[src/rtl/pokey_audio_channel.sv]
// One POKEY audio channel: tick-gated divider, poly noise gating and volume output.
// Define POKEY_HIPASS_EN to build the high-pass latch clocked by the partner borrow (hp_pulse).
module pokey_audio_channel #(
  parameter int unsigned COUNT_W = 8,
  parameter int unsigned VOL_W   = 4
) (
  input  logic               clk,
  input  logic               reset,
  input  logic               enable_tick,
  input  logic               stimer,
  input  logic [COUNT_W-1:0] audf,
  input  logic [7:0]         audc,
  input  logic               poly4_bit,
  input  logic               poly5_bit,
  input  logic               poly17_bit,
  input  logic               hp_pulse,
  output logic               borrow_out,
  output logic               channel_out,
  output logic [VOL_W-1:0]   volume_out
);

  logic [COUNT_W-1:0] count_q, count_d;
  logic               chan_q, chan_d;
  logic               borrow_q, borrow_d;
  logic [VOL_W-1:0]   vol_q, vol_d;
  logic [VOL_W-1:0]   vol_level;
  logic               out_eff;
  logic               gate_open;
  logic               noise_bit;

  assign vol_level = VOL_W'(audc[3:0]);
  assign gate_open = audc[7] | poly5_bit;
  assign noise_bit = audc[6] ? poly4_bit : poly17_bit;

  always_comb begin
    count_d  = count_q;
    chan_d   = chan_q;
    borrow_d = 1'b0;
    if (stimer) begin
      count_d = audf;
      chan_d  = 1'b0;
    end else if (enable_tick) begin
      if (count_q == '0) begin
        // Underflow: reload from the current audf so edits only land here.
        count_d  = audf;
        borrow_d = 1'b1;
        if (gate_open) begin
          chan_d = audc[5] ? ~chan_q : noise_bit;
        end
      end else begin
        count_d = count_q - COUNT_W'(1);
      end
    end
  end

`ifdef POKEY_HIPASS_EN
  logic hp_q, hp_d;

  always_comb begin
    hp_d = hp_q;
    if (stimer) begin
      hp_d = 1'b0;
    end else if (hp_pulse) begin
      hp_d = chan_q;
    end
  end

  assign out_eff = chan_d ^ hp_d;

  always_ff @(posedge clk) begin
    if (reset) begin
      hp_q <= 1'b0;
    end else begin
      hp_q <= hp_d;
    end
  end
`else
  logic unused_hp;
  assign unused_hp = hp_pulse;
  assign out_eff   = chan_d;
`endif

  // Volume is computed from next-state values so it moves on the same edge as channel_out.
  always_comb begin
    if (audc[4]) begin
      vol_d = vol_level;
    end else begin
      vol_d = out_eff ? vol_level : '0;
    end
  end

  always_ff @(posedge clk) begin
    if (reset) begin
      count_q  <= '0;
      chan_q   <= 1'b0;
      borrow_q <= 1'b0;
      vol_q    <= '0;
    end else begin
      count_q  <= count_d;
      chan_q   <= chan_d;
      borrow_q <= borrow_d;
      vol_q    <= vol_d;
    end
  end

  assign borrow_out  = borrow_q;
  assign channel_out = chan_q;
  assign volume_out  = vol_q;

endmodule

[config.mk]
export PLATFORM = sky130hd
export DESIGN_NAME = pokey_audio_channel
export DESIGN_NICKNAME = d
export VERILOG_FILES = /design/src/rtl/pokey_audio_channel.sv
export SDC_FILE = /design/constraint.sdc
export NUM_CORES = 1
export LEC_CHECK = 0
export CAP_MARGIN = 20
export CORE_UTILIZATION = 35
export DETAILED_ROUTE_END_ITERATION = 10
export PLACE_DENSITY_LB_ADDON = 0.05
export SLEW_MARGIN = 40
export SYNTH_ARGS = -nofsm -noshare
export SYNTH_HDL_FRONTEND = slang
export SYNTH_SLANG_ARGS = --single-unit
[constraint.sdc]
create_clock -name clk -period 2.5 [get_ports clk]
set_input_delay 0.75 -clock clk [delete_from_list [all_inputs] [get_ports clk]]
set_output_delay 0.75 -clock clk [all_outputs]
set_load 0.05 [all_outputs]
Word level (Yosys, flattened, before mapping)
Index checks and enable logic that the tools add are counted.
- add/subtract/negate cells: 1
- $mul: 0
- divide/modulo/power cells: 0
- order comparisons: 0
- equal/unequal tests: 0
- shift operators: 0
- multiplexer cells: 12
- bitwise gates (word level): 3
- reductions and logical operators: 3
- operator list (kind ; count):
    8-bit two-way mux ; 3
    8-bit logical NOT ; 1
    4-bit two-way mux ; 2
    8-bit by 1-bit subtractor with 8-bit output (second input constant) ; 1
    1-bit two-way mux ; 7
    3-bit OR reduction ; 1
    1-bit inverter ; 2
    2-bit nonzero test ; 1
    1-bit bitwise OR ; 1
- bits in registers: 14
- bits in latches: 0
- bits in writable memories: 0
- memory bits (read-only): 0
- input bits: 24
- output and inout port bits: 6
- word-level logic and storage cells: 23
- memories: 0

Depth between registers and ports, before layout
- depth after elaboration: 8
- gate-level depth with buffers: 6
- mapped depth without buffers: 6

Least setup slack after synthesis
No wires, ideal clock.
- path kind: input-to-reg
- start: input enable_tick
- end: register vol_q[3], in the netlist volume_out[3]
- library setup time: 0.093 ns
- arrival time: 1.885 ns
- data required time: 2.407 ns
- slack: 0.522 ns
- cell stages on the path: 5
- buffers on the path: 1
- path through: clkbuf_1 -> o21ai_0 -> nor3_4 -> or4_2 -> o311ai_2
- longest elaborated chain between the ends: 4
- RTL lines (item ; RTL line ; RTL):
    from (decl) ; 9 ; input logic enable_tick,
    1-bit two-way mux ; 42 ; end else if (enable_tick) begin
    1-bit two-way mux ; 39 ; if (stimer) begin
    4-bit two-way mux ; 88 ; vol_d = out_eff ? vol_level : '0;
    4-bit two-way mux ; 85 ; if (audc[4]) begin
    to (signal assigned) ; 102 ; vol_q <= vol_d;
    to (decl) ; 25 ; logic [VOL_W-1:0] vol_q, vol_d;
Every way passes these cells.
A chain may end at the register's enable or synchronous reset.

Final worst setup path
- start: input enable_tick
- end: register count_q[7]
- longest elaborated chain between the ends: 1
- RTL lines (item ; RTL line ; RTL):
    2-bit nonzero test (no source line) ; - ;
    to (signal assigned) ; 99 ; count_q <= count_d;
    to (decl) ; 22 ; logic [COUNT_W-1:0] count_q, count_d;
Every way passes these cells.

==> flow_summary.toml <==
[min_path]
min_path_type = "reg -> reg"
hold_end = "channel_out$_SDFF_PP0_"
hold_depth = 2
worstHoldStart = "channel_out$_SDFF_PP0_"

[power]
ir_worst_vdd_v = 0.000321
power_density_nw_per_um2 = 507
finalPower_w = 0.000670
leakagePower_nw = 0.494

[sta]
finClkSkew_ns = 0.00513
hold-worst-slack_ns = 0.576
timing.final.crit_share_pct = 91.5
fin_setup_tns_ns = 0
fmax_mhz = 437
period_needed_ns = 2.29
rsz0062_at_grt = "false"
final-hold-violation-count = 0
worstMarginPinSlew_ns = 0.528
setup_viol = 0
maxSlewHeadroom_pct = 64.3
slew_violations = 0

[placement]
hpwl_um = 1780
gp_congestion = 0.755
portBuffers = 28

[yosys]
ys_types = 44
synth_area_leaders = "dfxtp_1, nand2b_1, o221ai_1"
yosysTopAreaCellShare_pct = 30.3
synth_ff_type = "dfxtp_1"
synth_enable_flop_cells = 0
avgSynthCellArea_um2 = 8.81
synthCells = 105
ys_seq_area_share_pct = 30.3
syn_nets = 131
synth_seq_cells = 14
syn-cell-area_um2 = 925
synthArstFlopShare_pct = 0
yosysMostFrequentCell = "dfxtp_1"
netlist_top_cells_count = "dfxtp_1, nor2_1, inv_1, nand2b_1"
synth_area_leader_cell = "dfxtp_1"
yosysWarnings = 0

[finish]
area_delta_synth_final_pct = 42.9
final_layout_size_suffix_gt1_share_pct = 17.3
antenna_cells = 0
fillerInstances = 240
nets = 166

[clock_network]
cts_max_level = 1
cts_resized = 0
ctsHoldBuffers = 0
cts.sink_count = 14
postCtsSetupRepairBufs = 0
ctsLongestPathBuffers = 2
clk_pin_slew_worst_paths_ns = 0.09
cts_root_buffer = "clkbuf_4"
cts_inserted_buffers = 3
cts_tree = "done"
worstSkewPairLatency_ns = 0.28

[drt]
routed_wl_um = 2320
ant_nets = 0
first_pass_iters = 6
wl_per_cell_um = 13.7
vias_per_cell = 5.71
drt-initial-drc-count = 20
route.detailed.drc = 0
vias = 965

[critical_path]
endpoint_kind = "flip-flop"
crit_buf_inv = 1
critPathMaxFanout = 2
rrSetupSlack_ns = 0.50
critPathArrivalTime_ns = 2.46
r2r-start = "count_q[0]$_SDFFE_PP0P_"
cpLargestDelayFamily = "compound AO/OA/AOI/OAI gates"
crit_path_top_delay_cell = "clkdlybuf4s50_1"
crit_chain = "clkdlybuf4s50_1 > nor4b_1 > nand2_1 > o311a_2 > a311o_1"
cp-start-kind = "primary input"
r2r_cells = 7
crit_type = "in -> reg"
critPathMaxStageDelay_ns = 0.47
cp.required_ns = 2.68
r2r_end = "volume_out[1]$_SDFF_PP0_"

[global_route]
grt_max_degree = 20
grt_overflow_total = 0
track_usage_pct = 17.8
antenna_found_initial = 0
grt_pass1_vias = 835
grt_pass1_wl_um = 3680

[status]
status = "finished, final reports clean"

[floorplan]
num_io_pins = 30
die_y_um = 53.4
fp.coreArea_um2 = 2480
die_x_um = 53.4
core.rowCount = 18
initial_core_util_pct = 37.3
die-area_um2 = 2850

[flow_run]
maxCapViolCount = 0
==> through the flow <==
stage	util, %	setup WS, ns	std cells	area [µm²]
after floorplan	-	0.522	105	925
final	53.3	0.212	169	1320
after global routing	53.3	0.174	169	1320
after CTS	53.3	0.243	169	1320
after global placement	51.9	-0.0345	165	1280
after detailed placement	51.9	-0.0423	165	1280
==> worst min-delay path, stage by stage (launching register included) <==
cell     delay [ns]
dfxtp_1        0.35
a21oi_1        0.13
nor3_1         0.06
==> kinds of logic after synthesis <==
group                    Yosys count  synth area share, %
multiplexers                       3                 3.25
buffers and inverters             10                 4.06
AO/OA/AOI/OAI                     33                 27.7
adder cells (fa/ha/maj)            2                 2.71
AND/OR/NAND/NOR                   43                 31.9
flip-flops                        14                 30.3
==> flip-flops by register name, summed over array words and instances (netlist names) <==
register / flops
count_q: 8
volume_out: 4
borrow_out: 1
channel_out: 1
==> where the power goes <==
part           internal (W)  switching [W]  leakage [nW]
combinational      0.000120       0.000116         0.358
sequential         0.000243      0.0000254         0.115
clock             0.0000885      0.0000775        0.0210
total              0.000451       0.000219         0.494
==> layout make-up <==
cell class	count	area (µm²)	share of cell area (%)
sequential	14	280	21.2
inverter	6	22.5	1.70
tap	30	37.5	2.84
clock buffer	4	36.3	2.75
timing repair buffer	34	338	25.6
multi-input combinational	81	607	45.9
==> worst max path at each step <==
| stage | start | end | slack (ns) | cells past startpoint |
|---|---|---|---|---|
| 6_report | enable_tick | count_q[7]$_SDFFE_PP0P_ | 0.21 | 5 |
| 5_1_grt | enable_tick | count_q[7]$_SDFFE_PP0P_ | 0.17 | 5 |
| 4_1_cts | channel_out$_SDFF_PP0_ | channel_out | 0.24 | 1 |
| 3_5_place_dp | enable_tick | count_q[7]$_SDFFE_PP0P_ | -0.04 | 5 |
| 3_3_place_gp | enable_tick | count_q[7]$_SDFFE_PP0P_ | -0.03 | 5 |
| 2_1_floorplan | enable_tick | volume_out[3]$_SDFF_PP0_ | 0.52 | 5 |
==> placed cells by master (no fill, tap or decap), types with 3 or more instances in the layout <==
| cell type | netlist | layout |
|---|---|---|
| a21oi_1 | 4 | 4 |
| buf_4 | 0 | 5 |
| clkbuf_4 | 0 | 3 |
| clkdlybuf4s50_1 | 0 | 28 |
| dfxtp_1 | 14 | 14 |
| inv_1 | 6 | 6 |
| mux2i_1 | 3 | 3 |
| nand2_1 | 5 | 5 |
| nand2b_1 | 6 | 6 |
| nor2_1 | 8 | 8 |
| nor3_1 | 3 | 3 |
| o21ai_0 | 5 | 5 |
| o221ai_1 | 4 | 4 |
| or3_2 | 3 | 3 |
==> routing by layer <==
| layer | global-route usage [%] | up-vias | wire [µm] |
|---|---|---|---|
| li1 | - | 484 | - |
| met1 | 25.3 | 450 | 1150 |
| met2 | 27.1 | 29 | 1040 |
| met3 | 2.59 | 2 | 108 |
| met4 | 5.26 | 0 | 16 |
| met5 | 0 | - | 0 |
Note: power is estimated with default switching activity, not from simulation.
